==> src/rtl/seg_disp_arbiter_if.sv <==
// Requester/display-side signal bundle for the 7-segment display arbiter.
// master = requesters and display driver, slave = the arbiter.
interface seg_disp_arbiter_if;
  logic [2:0]  req;
  logic [15:0] din0;
  logic [15:0] din1;
  logic [15:0] din2;
  logic [2:0]  gnt;
  logic [1:0]  owner;
  logic [15:0] disp_x;
  logic        disp_en;
  logic        switch_pulse;

  modport master (
    output req, din0, din1, din2,
    input  gnt, owner, disp_x, disp_en, switch_pulse
  );

  modport slave (
    input  req, din0, din1, din2,
    output gnt, owner, disp_x, disp_en, switch_pulse
  );
endinterface

==> src/rtl/seg_disp_arbiter.sv <==
// Round-robin owner selection for a shared 4-digit 7-segment display, with a
// minimum dwell time so each granted value stays on screen long enough to read.
module seg_disp_arbiter #(
  parameter int DWELL = 50000000,
  parameter int CNT_W = 26
) (
  input logic             clk,
  input logic             clr,
  seg_disp_arbiter_if.slave bus
);

  localparam int                 DATA_W  = 16;
  localparam logic [1:0]         NO_OWN  = 2'd3;
  localparam logic [CNT_W-1:0]   CNT_MAX = CNT_W'(DWELL - 1);

  typedef enum logic {
    IDLE,
    GRANT
  } state_t;

  state_t              state, state_n;
  logic [1:0]          owner_q, owner_n;
  logic [1:0]          last, last_n;
  logic [CNT_W-1:0]    cnt, cnt_n;
  logic [2:0]          gnt_q;
  logic [DATA_W-1:0]   disp_q, disp_n;
  logic                en_q;
  logic                pulse_q, pulse_n;
  logic [2:0]          others;
  logic [2:0]          pick;

  // {found, index}: first set bit of r searching ptr+1, ptr+2, ptr (mod 3)
  function automatic logic [2:0] rr_pick(input logic [2:0] r, input logic [1:0] ptr);
    logic [1:0] c;
    rr_pick = 3'b000;
    c = ptr;
    for (int i = 0; i < 3; i++) begin
      c = (c == 2'd2) ? 2'd0 : c + 2'd1;
      if (r[c] && !rr_pick[2]) rr_pick = {1'b1, c};
    end
  endfunction

  // The current owner is masked out, so "next requester" never re-picks it;
  // on a voluntary release its req bit is already clear anyway.
  assign others = bus.req & ~gnt_q;
  assign pick   = rr_pick(others, last);

  always_comb begin
    state_n = state;
    owner_n = owner_q;
    last_n  = last;
    cnt_n   = cnt;
    pulse_n = 1'b0;
    case (state)
      IDLE: begin
        if (pick[2]) begin
          state_n = GRANT;
          owner_n = pick[1:0];
          last_n  = pick[1:0];
          cnt_n   = '0;
          pulse_n = 1'b1;
        end
      end
      GRANT: begin
        if (!bus.req[owner_q] || (cnt == CNT_MAX)) begin
          if (pick[2]) begin
            owner_n = pick[1:0];
            last_n  = pick[1:0];
            cnt_n   = '0;
            pulse_n = 1'b1;
          end else if (!bus.req[owner_q]) begin
            state_n = IDLE;
            owner_n = NO_OWN;
            cnt_n   = '0;
            pulse_n = 1'b1;
          end
        end else begin
          cnt_n = cnt + 1'b1;
        end
      end
      default: begin
        state_n = IDLE;
        owner_n = NO_OWN;
      end
    endcase

    // Display follows the post-edge owner; with no owner the last value holds
    case (owner_n)
      2'd0:    disp_n = bus.din0;
      2'd1:    disp_n = bus.din1;
      2'd2:    disp_n = bus.din2;
      default: disp_n = disp_q;
    endcase
  end

  always_ff @(posedge clk) begin
    if (clr) begin
      state   <= IDLE;
      owner_q <= NO_OWN;
      last    <= 2'd2;
      cnt     <= '0;
      gnt_q   <= 3'b000;
      disp_q  <= '0;
      en_q    <= 1'b0;
      pulse_q <= 1'b0;
    end else begin
      state   <= state_n;
      owner_q <= owner_n;
      last    <= last_n;
      cnt     <= cnt_n;
      gnt_q   <= (owner_n == NO_OWN) ? 3'b000 : (3'b001 << owner_n);
      disp_q  <= disp_n;
      en_q    <= (owner_n != NO_OWN);
      pulse_q <= pulse_n;
    end
  end

  assign bus.gnt          = gnt_q;
  assign bus.owner        = owner_q;
  assign bus.disp_x       = disp_q;
  assign bus.disp_en      = en_q;
  assign bus.switch_pulse = pulse_q;

endmodule
==> src/flat_wrapper.sv <==
// flat-port wrapper written by rule: the top's interface ports become plain ports
module seg_disp_arbiter_flat 
#(
  parameter int DWELL = 50000000,
  parameter int CNT_W = 26
)
  (clk, clr, bus_req, bus_din0, bus_din1, bus_din2, bus_gnt, bus_owner, bus_disp_x, bus_disp_en, bus_switch_pulse);
  seg_disp_arbiter_if bus_i ();
  input logic clk;
  input logic clr;
  input wire logic [$bits(bus_i.req)-1:0] bus_req;
  input wire logic [$bits(bus_i.din0)-1:0] bus_din0;
  input wire logic [$bits(bus_i.din1)-1:0] bus_din1;
  input wire logic [$bits(bus_i.din2)-1:0] bus_din2;
  output wire logic [$bits(bus_i.gnt)-1:0] bus_gnt;
  output wire logic [$bits(bus_i.owner)-1:0] bus_owner;
  output wire logic [$bits(bus_i.disp_x)-1:0] bus_disp_x;
  output wire logic [$bits(bus_i.disp_en)-1:0] bus_disp_en;
  output wire logic [$bits(bus_i.switch_pulse)-1:0] bus_switch_pulse;
  assign bus_i.req = bus_req;
  assign bus_i.din0 = bus_din0;
  assign bus_i.din1 = bus_din1;
  assign bus_i.din2 = bus_din2;
  assign bus_gnt = bus_i.gnt;
  assign bus_owner = bus_i.owner;
  assign bus_disp_x = bus_i.disp_x;
  assign bus_disp_en = bus_i.disp_en;
  assign bus_switch_pulse = bus_i.switch_pulse;
  seg_disp_arbiter #(.DWELL(DWELL), .CNT_W(CNT_W)) u_core (.clk(clk), .clr(clr), .bus(bus_i));
endmodule
==> config.mk <==
export PLATFORM = sky130hd
export DESIGN_NAME = seg_disp_arbiter_flat
export DESIGN_NICKNAME = d
export VERILOG_FILES = /design/src/rtl/seg_disp_arbiter_if.sv /design/src/rtl/seg_disp_arbiter.sv /design/src/flat_wrapper.sv
export SDC_FILE = /design/constraint.sdc
export NUM_CORES = 1
export LEC_CHECK = 0
export ABC_AREA = 1
export BUFFER_PORTS_ARGS = -buffer_cell sky130_fd_sc_hd__buf_4
export CORE_ASPECT_RATIO = 0.6
export CORE_MARGIN = 2
export CORE_UTILIZATION = 58
export CTS_CLUSTER_DIAMETER = 80
export DETAILED_ROUTE_END_ITERATION = 16
export HOLD_SLACK_MARGIN = 0.08
export PLACE_DENSITY = 0.95
export SYNTH_ARGS = -nofsm -noshare
export SYNTH_HDL_FRONTEND = slang
export SYNTH_SLANG_ARGS = --single-unit
export TNS_END_PERCENT = 20
==> constraint.sdc <==
create_clock -name clk -period 5.1 [get_ports clk]
set_input_delay 0.51 -clock clk [delete_from_list [all_inputs] [get_ports clk]]
set_output_delay 0.51 -clock clk [all_outputs]
set_load 0.005 [all_outputs]
* Word-level counts from Yosys, hierarchy flattened
Index checks and enable logic that the tools add are counted.
W data, S select, Z words.
** Word-level totals
- Logic and storage cells :: 78
- Input port bits :: 53
- Register bits after elaboration :: 52
** Operators by class
- Shift-type cells :: 1
- Magnitude comparators :: 4
- Muxes and demuxes :: 37
- Reduce and logical (&&, ||, !) cells :: 10
- Add/sub/neg operators :: 4
- Bitwise gates (word level) :: 3
- Eq/ne operators :: 11
** Operator list (count)
- $mux W26 :: 4
- $pmux W26 S2 :: 1
- $pmux W16 S3 :: 1
- $add A26 B1 Y26 const B :: 1
- $eq A26 B26 Y1 const B :: 1
- $mux W2 :: 9
- $lt A2 B3 Y1 const B :: 4
- $mux W1 :: 11
- $eq A2 B2 Y1 const B :: 5
- $mux W3 :: 3
- $bmux W1 S2 :: 4
- $pmux W2 S2 :: 2
- $add A2 B1 Y2 const B :: 3
- $ne A2 B2 Y1 const B :: 2
- $ne A4 B4 Y1 const B :: 1
- $pmux W1 S2 :: 2
- $and A3 B3 Y3 :: 1
- $logic_not A1 Y1 :: 3
- $not A3 Y3 :: 1
- $reduce_bool A3 Y1 :: 1
- $shl A1 B2 Y3 const A :: 1
- $eq A2 B1 Y1 const B :: 1
- $logic_and A1 B1 Y1 :: 2
- $logic_not A2 Y1 :: 1
- other kinds (5) :: 5

* Depth between registers and ports, before layout
Gate-level depths: netlist (run 1).
- Word-level depth :: 16
- Gate-level depth with buffers :: 17
- Depth with buffers taken out :: 15

* Worst setup path before layout (run 1)
OpenSTA, ideal clock, no wires.
- Kind :: register -> register
- Start point :: register u_core.cnt[0]
- End point :: register u_core.disp_q[10] (netlist: u_core.bus.disp_x[10])
- Path slack :: 2559 ps
- Arrival :: 2467 ps
- Path buffers :: 2
- Period minus slack after synthesis :: 2541 ps
- Stages on the path, launching flop included :: 15
- Cells stage by stage :: dfxtp_1 ha_1 nand3_1 nor2_1 nand2_1 a21oi_1 nand2_1 nand3_2 inv_1 ha_1 clkbuf_1 nor2_1 clkbuf_1 o21ai_0 o21ai_0
** On the way
- Word-level cells in the longest chain between the ends :: 6
- Elaborated cells on any way between the ends :: 9
- Those cells by class :: eq/ne: 3; mux: 3; reduce/logical: 3
** Ends and longest elaborated chain
- start, declared :: RTL line seg_disp_arbiter.sv:24 : logic [CNT_W-1:0] cnt, cnt_n;
- start signal, assigned :: RTL line seg_disp_arbiter.sv:110 : cnt <= cnt_n;
- $eq A26 B26 Y1 * :: RTL line seg_disp_arbiter.sv:65 : if (!bus.req[owner_q] || (cnt == CNT_MAX)) begin
- $logic_or A1 B1 Y1 * :: RTL line seg_disp_arbiter.sv:65
- $mux W2 * :: RTL line seg_disp_arbiter.sv:65
- $pmux W2 S2 * :: RTL line seg_disp_arbiter.sv:54 : case (state)
- named net u_core.owner_n[1] :: RTL line seg_disp_arbiter.sv:22 : logic [1:0] owner_q, owner_n;
- $eq A2 B2 Y1 (tied with other cells) :: RTL line seg_disp_arbiter.sv:88 : case (owner_n)
- $pmux W16 S3 or $reduce_bool A3 Y1 (tied branches)
- end signal, assigned :: RTL line seg_disp_arbiter.sv:112 : disp_q <= disp_n;
- end, declared :: RTL line seg_disp_arbiter.sv:26 : logic [DATA_W-1:0] disp_q, disp_n;
Mark *: on every way through the listed nets, which the timed path passes. The rest lies on a longest branch.
A chain may end at the register's enable or synchronous reset.

* Final worst setup path (run 1)
- Start point :: register u_core.state
- End point :: register u_core.disp_q[8] (netlist: u_core.bus.disp_x[8])
** On the way
- Word-level cells in the longest chain between the ends :: 4
- Elaborated cells on any way between the ends :: 7
- Those cells by class :: eq/ne: 2; mux: 2; bitwise: 1; reduce/logical: 2
** Ends and longest elaborated chain
- start, declared :: RTL line seg_disp_arbiter.sv:21 : state_t state, state_n;
- start signal, assigned :: RTL line seg_disp_arbiter.sv:107 : state <= state_n;
- $not A1 Y1 :: RTL line seg_disp_arbiter.sv:54
- $pmux W2 S2 * :: RTL line seg_disp_arbiter.sv:54
- named net u_core.owner_n[0] :: RTL line seg_disp_arbiter.sv:22
- $eq A2 B2 Y1 (tied with other cells) :: RTL line seg_disp_arbiter.sv:88
- $pmux W16 S3 or $reduce_bool A3 Y1 (tied branches)
Marks and branches as above.

==> flow_metrics.py, run 1 <==
metrics = {
    "power_and_ir_drop": {
        "power.share.combinational_pct": 58.6,
        "p_total_mw": 2.042,
        "powerDensity_mw_per_mm2": 539.7,
        "internal-power_mw": 1.060,
        "p_clk_share_pct": 12.7,
        "p_switching_mw": 0.9815,
        "p_leak_nw": 1.528,
        "swShare_pct": 48.07,
        "p_seq_share_pct": 28.7,
        "ir_drop_uv": 400.3,
    },
    "synth": {
        "synth_xor_area_share_pct": 1.948,
        "synth_top_area_share_pct": 33.08,
        "yosys_warnings": 0,
        "yosysSeqAreaShare_pct": 33.08,
        "synth_common_cells": "129 x nand2_1, 53 x nor2_1, 52 x dfxtp_1",
        "synth_top_family_by_area": "simple AND/OR/NAND/NOR gates",
        "synth_seq_cells": 52,
        "synth_edf_count": 0,
        "yosysMostFrequentCell": "nand2_1",
        "synth_cells": 487,
        "synth-simple-area-share_pct": 39.32,
        "synth_fa_ha_area_share_pct": 1.590,
        "ys.flop_type": "dfxtp_1",
        "synthesis.nets": 544,
        "synthTopCellsByArea": "dfxtp_1 33%, nand2_1 15%, nand3_1 6.7%, nor2_1 6.3%, o21ai_0 5.6%",
        "synth_compound_area_share_pct": 15.83,
        "syn_area_per_cell_um2": 6.462,
        "syn_area_mm2": 0.003147,
        "synthMuxAreaShare_pct": 0,
        "synth-async-reset-ratio_pct": 0,
        "synth_cell_types": 31,
        "synth_top_cell_by_area": "dfxtp_1",
    },
    "sta": {
        "setup_viol": 0,
        "hold_viol": 0,
        "slew_headroom_pct": 33.57,
        "rsz0062_at_grt": "no",
        "drv_slew": 0,
        "finClkSkew_ns": 0.008924,
        "worstMarginPinSlew_ns": 0.9951,
        "fmax_mhz": 265.2,
        "totalNegativeSetupSlack_ns": 0,
        "min_period_ns": 3.771,
        "period_share_pct": 73.94,
    },
    "clocking": {
        "tritoncts": "done",
        "cts.sinks": 52,
        "clockRootBuffer": "clkbuf_8",
        "cts_buffers": 5,
        "htree_levels": 2,
        "clk_pin_slew_ns": 0.10,
        "postCtsHoldBufs": 0,
        "post_cts_buffers": 0,
        "clk_latency_ns": 0.32,
        "clockBufferDepth": 2,
        "ctsResizeCount": 0,
    },
    "routing": {
        "routed_via_density": 6.059,
        "drc_errors": 0,
        "wl_per_cell_um": 15.05,
        "postRouteAntennaNets": 0,
        "drt_iter0_drc": 395,
        "drt-total-wl_um": 9213,
        "drt_pre_antenna_iters": 5,
        "route.vias.total": 3708,
    },
    "cells_and_area": {
        "antennaDiodeCount": 0,
        "nets": 603,
        "n_fill_cell": 409,
        "final_cells": 612,
        "seq_area_mm2": 0.001041,
        "utilization_pct": 73.40,
        "drive_gt1_share_pct": 18.68,
        "syn2layout_area_growth_pct": 20.24,
        "multi_input_area_mm2": 0.001847,
    },
    "floorplanning": {
        "initial_core_util_pct": 61.04,
        "io_pins": 76,
        "dieHeight_um": 61.06,
        "die_x_um": 99.09,
        "num_rows": 20,
        "dieArea_mm2": 0.006050,
        "core_region_area_mm2": 0.005155,
    },
    "worst_hold_path": {
        "hold_end": "u_core.bus.disp_x[6]",
        "hold_depth": 3,
        "min-delay-start": "bus_din0[6]",
        "min_path_type": "input pin to flop",
    },
    "worst_setup_path": {
        "path_class": "flop to flop",
        "timing.rr.start": "u_core.state",
        "crit_start": "u_core.state",
        "worstPathRequired_ns": 5.34,
        "path_buf_inv": 1,
        "critical_path.max_fanout": 26,
        "cp_slowest_cell": "dfxtp_1",
        "end_kind": "flop",
        "worstPathArrival_ns": 4.01,
        "startpoint_type": "flop",
        "cp_common_cell": "o21ai_0",
        "slowest_delay_ns": 0.99,
        "r2r_slack_ns": 1.33,
        "critPathTopFamily": "compound AO/OA/AOI/OAI gates",
        "crit_chain": "inv_1, a21oi_1, a21oi_1, o21ai_0, nand3_1, ha_1, nor2_1, o21ai_0, o21ai_0",
        "worstReg2RegEnd": "u_core.bus.disp_x[8]",
        "rr_worst_depth": 9,
    },
    "flow_run": {
        "cap_violations": 0,
    },
    "global_routing": {
        "grt_pass1_vias": 3203,
        "grt_max_degree": 30,
        "overflow": 0,
        "antenna_found_initial": 1,
        "grt_use_total_pct": 30.89,
        "grt_pass1_wl_um": 14860,
    },
    "placed_design": {
        "gp_congestion": 0.9842,
        "numPortBuffers": 75,
        "dp.cells": 605,
        "hpwl_um": 6931,
    },
    "status": {
        "run_status": "finished, final reports clean",
    },
}
sequential cells by signal, summed over array words and instances, names as in the netlist:
name                     count
u_core.cnt                  26
u_core.bus.disp_x           16
u_core.bus.gnt               3
u_core.bus.owner             2
u_core.last                  2
u_core.bus.disp_en           1
u_core.bus.switch_pulse      1
u_core.state                 1
tightest hold or removal path, stage by stage:
cell     delay, ns
buf_4         0.08
a21oi_1       0.05
a21oi_1       0.13
metrics by stage:
stage | setup slack [ns] | hold slack (ns) | area, µm²
after floorplan | 2.559 | 0.4558 | 3147
after global placement | 1.685 | 0.4703 | 3687
after detailed placement | 1.483 | 0.4762 | 3687
after CTS | 1.462 | 0.4944 | 3784
after global routing | 0.9811 | 0.4858 | 3784
final | 1.329 | 0.4868 | 3784
power by group through the flow:
stage / logic (mW) / clock network [mW] / registers (mW)
floorplan: 0.874 / 0 / 0.558
global placement: 1.13 / 0 / 0.587
detailed placement: 1.17 / 0 / 0.589
CTS: 1.17 / 0.256 / 0.581
global route: 1.32 / 0.272 / 0.593
finish: 1.20 / 0.260 / 0.586
how the worst max path moves through the flow:
stage	end	cells past startpoint	slack (ns)
CTS	u_core.bus.disp_x[14]	9	1.46
global placement	u_core.bus.disp_x[12]	9	1.69
global route	u_core.bus.disp_x[1]	9	0.98
finish	u_core.bus.disp_x[8]	9	1.33
detailed placement	u_core.bus.disp_x[14]	9	1.48
floorplan	u_core.bus.disp_x[10]	14	2.56
metal layers:
layer,GRT usage (%),vias up,part of all wire [%]
met5,0,-,0
met4,7.436,0,1.1
met3,7.037,16,11
met2,48.07,227,43
met1,44.41,1714,46
li1,-,1751,-
kinds of logic (layout without fill, tap and decap cells):
logic type	count (synthesis)	in the layout
AO/OA/AOI/OAI	85	85
buffers and inverters	64	123
XOR/XNOR	7	7
flip-flops	52	52
AND/OR/NAND/NOR	275	275
adder cells (fa/ha/maj)	4	4
cell type report:
class	count	area share (%)
Sequential cell	52	27.51
Clock buffer	7	2.546
Tap cell	66	2.183
Inverter	41	4.067
Timing Repair Buffer	75	14.88
Multi-Input combinational cell	371	48.81
layout by cell type, fill, tap and decap left out, types with 2 or more instances in the layout:
master	instances
nand3b_1	3
nand3_1	42
buf_4	75
a221oi_1	14
nand4_1	22
a21oi_1	30
o21ai_0	35
nor2_4	2
nor2_1	53
nand2_1	129
a21oi_2	2
xor2_1	6
dfxtp_1	52
nand3_2	4
or2_2	3
ha_1	4
inv_1	38
nor3_1	10
clkbuf_8	7
nor2_2	4
a22o_1	2
inv_2	2
(Power assumes the default switching activity.)
==> run 2: changes to the inputs <==
Settings changed: ABC_AREA 1 to 0, CORE_UTILIZATION 58 to 47, PLACE_DENSITY 0.95 to 0.85.
Clock period 5.1 ns to 3.05 ns, I/O delays scaled along.
==> flow_metrics.py, run 2 <==
metrics = {
    "status": {
        "run_status": "finished, final reports clean",
    },
    "worst_hold_path": {
        "min_path_type": "input pin to flop",
    },
    "cells_and_area": {
        "final_cells": 476,
        "drive_gt1_share_pct": 27.76,
        "final_common_cell": "buf_4",
        "top_register": "u_core.cnt",
        "nets": 465,
        "largest_register_ffs": 26,
        "layout_common_cells": "85 x buf_4, 81 x nor2_1, 51 x dfxtp_1",
        "antennaDiodeCount": 0,
        "syn2layout_area_growth_pct": 30.74,
    },
    "clocking": {
        "clk_latency_ns": 0.31,
        "tritoncts": "done",
        "clockBufferDepth": 2,
        "postCtsHoldBufs": 0,
        "clockRootBuffer": "clkbuf_8",
        "htree_levels": 2,
        "cts_buffers": 5,
        "clk_pin_slew_ns": 0.09,
        "cts.sinks": 52,
    },
    "synth": {
        "synth_edf_count": 0,
        "synth-async-reset-ratio_pct": 0,
        "syn_area_mm2": 0.002650,
        "synthesis.nets": 389,
        "ys.flop_type": "dfxtp_1",
        "synth_top_area_share_pct": 39.28,
        "yosys_warnings": 0,
        "yosysSeqAreaShare_pct": 39.28,
        "yosysMostFrequentCell": "nor2_1",
        "synth_cells": 332,
        "synthTopCellsByArea": "dfxtp_1 39%, nor2_1 11%, a21oi_1 7.9%, a22oi_1 4.8%, xnor2_1 4.0%",
        "synth_cell_types": 50,
        "syn_area_per_cell_um2": 7.982,
        "synth_seq_cells": 52,
        "synth_top_cell_by_area": "dfxtp_1",
        "synth_common_cells": "81 x nor2_1, 52 x dfxtp_1, 42 x a21oi_1",
    },
    "worst_setup_path": {
        "path_buf_inv": 3,
        "crit_chain": "nor4b_2, and4_4, nor4b_4, buf_4, o21a_2, a221o_2, inv_1, ha_4, buf_12, nor2_1, a21oi_1, nor2_1, a21oi_1, nor2_1",
        "worstPathArrival_ns": 3.11,
        "cp_common_cell": "nor2_1",
        "end_kind": "flop",
        "cp_slowest_cell": "dfxtp_1",
        "critPathTopFamily": "simple AND/OR/NAND/NOR gates",
        "startpoint_type": "flop",
        "r2r_slack_ns": 0.14,
        "slowest_delay_ns": 0.36,
        "worstPathRequired_ns": 3.25,
        "path_class": "flop to flop",
        "critical_path.max_fanout": 32,
    },
    "sta": {
        "hold_viol": 0,
        "drv_slew": 0,
        "slew_headroom_pct": 49.54,
        "min_period_ns": 2.909,
        "finClkSkew_ns": 0.01369,
        "fmax_mhz": 343.7,
        "period_share_pct": 95.38,
        "worstMarginPinSlew_ns": 0.7500,
        "setup_viol": 0,
    },
    "power_and_ir_drop": {
        "ir_drop_uv": 407.2,
        "p_switching_mw": 0.8773,
        "p_total_mw": 2.449,
        "internal-power_mw": 1.572,
        "powerDensity_mw_per_mm2": 706.9,
        "power.share.combinational_pct": 45.6,
        "p_leak_nw": 1.416,
        "swShare_pct": 35.82,
        "p_clk_share_pct": 18.5,
        "p_seq_share_pct": 35.9,
    },
    "placed_design": {
        "numPortBuffers": 75,
        "gp_congestion": 0.8730,
        "dp.cells": 468,
        "hpwl_um": 5019,
    },
    "floorplanning": {
        "dieHeight_um": 62.17,
        "initial_core_util_pct": 48.03,
        "num_rows": 21,
        "core_region_area_mm2": 0.005518,
        "die_x_um": 100.9,
        "dieArea_mm2": 0.006275,
        "io_pins": 76,
    },
    "global_routing": {
        "grt_pass1_wl_um": 11100,
        "antenna_found_initial": 0,
        "grt_use_total_pct": 21.87,
        "grt_max_degree": 33,
        "overflow": 0,
        "grt_pass1_vias": 2418,
    },
    "routing": {
        "drt_pre_antenna_iters": 4,
        "drt_iter0_drc": 102,
        "route.vias.total": 2572,
        "wl_per_cell_um": 13.86,
        "drt-total-wl_um": 6596,
        "postRouteAntennaNets": 0,
        "drc_errors": 0,
        "routed_via_density": 5.403,
    },
    "flow_run": {
        "cap_violations": 0,
    },
}
run 2: cell count changes after synthesis, moves of 5 or more:
cell,previous run,this run
xnor2_1,1,12
inv_1,38,8
o21ai_0,35,5
nand3_1,42,10
nand2_1,129,9
a21oi_1,30,42
a221oi_1,14,0
nand4_1,22,6
nor2_1,53,81
a22oi_1,0,17
or3_1,0,7
and4_1,0,5
run 2: kinds of logic (layout without fill, tap and decap cells):
group           after synthesis  in the layout  share of synthesized area (%)
mux                           3              3                          1.180
fa+ha+maj                     4              4                          1.889
simple gates                152            152                          29.98
flops                        52             52                          39.28
compound gates               76             76                          17.38
buf+inv                      25            100                          3.683
xor+xnor                     20             20                          6.610
run 2: final timing paths:
kind / end / cells past startpoint / start
setup reg to reg: u_core.bus.disp_x[10] / 14 / u_core.cnt[18]
setup / recovery: u_core.bus.disp_x[10] / 14 / u_core.cnt[18]
hold reg to reg: u_core.bus.disp_x[8] / 2 / u_core.bus.disp_x[8]
hold / removal: u_core.bus.disp_x[8] / 2 / clr
run 2: worst reg2reg max path: cells and delay by family, from the launching register on:
family / cells / cell delay [ns]
AO/OA/AOI/OAI: 4 / 0.65
adder cells (fa/ha/maj): 1 / 0.28
buffers and inverters: 3 / 0.44
flip-flops: 1 / 0.36
AND/OR/NAND/NOR: 6 / 1.06
run 2: area by class of cell:
class	instances	area, µm²
Fill cell	480	2053
Multi-Input combinational cell	255	1549
Sequential cell	52	1042
Timing Repair Buffer	86	658.1
Tap cell	69	86.33
Clock buffer	5	68.82
Clock inverter	1	30.03
Inverter	8	30.03
run 2: timing repair:
action | CTS | global route
buffers inserted | 0 | 2
cloned | 0 | 0
endpoints found under the setup margin | 16 | 16
resized for setup | 2 | 6
pin swaps | 0 | 3
run 2: power groups by stage:
stage	Clock, mW	Sequential, mW	Combinational, mW
CTS	0.457	0.878	1.06
finish	0.452	0.879	1.12
floorplan	0	0.889	0.643
global route	0.482	0.895	1.25
detailed placement	0	0.891	1.05
global placement	0	0.887	1.02
run 2: through the flow:
step | setup WS (ns) | hold WS [ns] | instance area (µm²) | setup TNS, ns | utilization [%]
final | 0.1409 | 0.3367 | 3465 | 0 | 62.79
after global routing | -0.02115 | 0.3386 | 3465 | -0.02115 | 62.79
after CTS | 0.01826 | 0.3352 | 3416 | 0 | 61.90
after detailed placement | -0.1699 | 0.4880 | 3312 | -2.114 | 60.02
after global placement | 0.07398 | 0.4716 | 3312 | 0 | 60.02
after floorplan | 0.05435 | 0.4049 | 2650 | 0 | -
run 2: layer usage:
metal	routed length [µm]	up-vias	global-route usage (%)	part of all wire (%)
met5	0	-	0	0
met1	3352	1186	32.14	51
met4	60	0	5.574	0.91
li1	-	1309	-	-
met2	2790	70	32.25	42
met3	392	7	5.068	5.9
==> run 3: changes to the inputs <==
Settings changed: SETUP_SLACK_MARGIN set to 0.4, SLEW_MARGIN set to 20.
==> flow_metrics.py, run 3 (synthesized netlist as in run 2, its figures left out) <==
metrics = {
    "status": {
        "run_status": "finished, final reports clean",
    },
    "sta": {
        "worstMarginPinSlew_ns": 0.8419,
        "setup_viol": 0,
        "rsz0062_at_grt": "yes",
        "min_period_ns": 2.916,
        "finClkSkew_ns": 0.01039,
        "hold_viol": 0,
        "whs_ns": 0.3225,
        "totalNegativeSetupSlack_ns": 0,
        "drv_slew": 0,
        "fmax_mhz": 342.9,
        "period_share_pct": 95.61,
        "slew_headroom_pct": 43.36,
    },
    "global_routing": {
        "grt_pass1_vias": 2546,
        "grt_pass1_wl_um": 11740,
        "overflow": 0,
        "antenna_found_initial": 0,
        "grt_max_degree": 33,
        "grt_use_total_pct": 23.32,
    },
    "routing": {
        "drc_errors": 0,
        "routed_via_density": 5.724,
        "postRouteAntennaNets": 0,
        "route.vias.total": 2822,
        "drt_pre_antenna_iters": 7,
        "drt-total-wl_um": 8183,
        "wl_per_cell_um": 16.60,
        "drt_iter0_drc": 199,
    },
    "clocking": {
        "clk_pin_slew_ns": 0.10,
        "clk_latency_ns": 0.31,
        "htree_levels": 2,
        "clockBufferDepth": 2,
        "clockRootBuffer": "clkbuf_8",
        "tritoncts": "done",
        "cts_buffers": 5,
        "cts.sinks": 52,
    },
    "power_and_ir_drop": {
        "p_switching_mw": 1.049,
        "ir_drop_uv": 430.4,
        "power.share.combinational_pct": 50.3,
        "p_total_mw": 2.789,
        "internal-power_mw": 1.739,
        "p_leak_nw": 1.510,
        "powerDensity_mw_per_mm2": 743.5,
        "p_seq_share_pct": 31.9,
        "p_clk_share_pct": 17.8,
        "swShare_pct": 37.63,
    },
    "worst_setup_path": {
        "critical_path.max_fanout": 8,
        "end_kind": "flop",
        "startpoint_type": "flop",
        "worstPathArrival_ns": 3.12,
        "rr_worst_depth": 15,
        "worstPathRequired_ns": 3.26,
        "timing.rr.start": "u_core.cnt[1]",
        "path_class": "flop to flop",
        "worstReg2RegEnd": "u_core.bus.disp_x[10]",
        "r2r_slack_ns": 0.13,
        "crit_start": "u_core.cnt[1]",
    },
    "worst_hold_path": {
        "hold_depth": 2,
        "min_path_type": "input pin to flop",
        "hold_end": "u_core.bus.disp_x[14]",
        "min-delay-start": "clr",
    },
    "floorplanning": {
        "io_pins": 76,
        "core_region_area_mm2": 0.005518,
        "num_rows": 21,
        "dieHeight_um": 62.17,
        "die_x_um": 100.9,
        "dieArea_mm2": 0.006275,
        "initial_core_util_pct": 48.03,
    },
    "cells_and_area": {
        "syn2layout_area_growth_pct": 41.55,
        "antennaDiodeCount": 0,
        "nets": 480,
        "layout_common_cells": "94 x buf_4, 81 x nor2_1, 48 x dfxtp_1",
        "largest_register_ffs": 26,
        "final_common_cell": "buf_4",
        "drive_gt1_share_pct": 35.61,
        "n_fill_cell": 410,
        "top_register": "u_core.cnt",
    },
    "placed_design": {
        "numPortBuffers": 75,
        "hpwl_um": 4944,
        "gp_congestion": 0.9044,
    },
    "flow_run": {
        "cap_violations": 0,
    },
}
run 3: metal layers:
metal / routed length [µm] / global-route usage (%)
met5: 0 / 0
met4: 141 / 6.588
met3: 646 / 5.068
met2: 3646 / 35.67
met1: 3749 / 33.15
run 3: worst max-delay path, cell delays in order, from the launching register on:
cell and delay, ns:
dfxtp_4 0.37, ha_4 0.13, and3_4 0.19, and4_4 0.22, nor4b_4 0.34, o21ai_2 0.13, a221o_2 0.39, buf_6 0.13
ha_4 0.19, buf_8 0.15, a22oi_2 0.12, nor2_1 0.07, a21oi_1 0.14, nor2_1 0.07, a21oi_1 0.12, nor2_1 0.05
run 3: cell type report:
cell class,count,area [µm²],share of cell area [%]
Clock buffer,5,68.82,1.835
Clock inverter,3,46.29,1.234
Inverter,8,30.03,0.8005
Multi-Input combinational cell,255,1662,44.30
Sequential cell,52,1049,27.95
Tap cell,69,86.33,2.302
Timing Repair Buffer,101,809.5,21.58
run 3: what timing repair did:
action                                  4_1_cts  5_1_grt
pin swaps                                     7       20
hold buffers                                  0        0
endpoints found under the setup margin       19       20
gates resized for setup                      15       13
setup buffers                                12        8
run 3: worst max-delay path by stage:
stage | to
floorplan | u_core.bus.disp_x[10]
global placement | u_core.bus.disp_x[7]
detailed placement | u_core.bus.disp_x[2]
CTS | u_core.bus.disp_x[11]
global route | u_core.bus.disp_x[10]
finish | u_core.bus.disp_x[10]
run 3: through the flow:
step	util, %	std cells	setup WS (ns)	instance area [µm²]
global placement	60.66	465	0.2070	3347
CTS	65.51	485	0.2204	3615
global route	67.98	493	0.005723	3751
floorplan	-	332	0.2776	2773
finish	67.98	493	0.1340	3751
detailed placement	60.66	465	0.08642	3347
run 3: power groups by stage:
stage | Sequential (mW) | Combinational, mW | Clock (mW)
4_1_cts | 0.883 | 1.18 | 0.498
2_1_floorplan | 0.891 | 0.749 | 0
3_3_place_gp | 0.891 | 1.03 | 0
3_5_place_dp | 0.897 | 1.05 | 0
6_report | 0.890 | 1.40 | 0.496
5_1_grt | 0.900 | 1.51 | 0.529
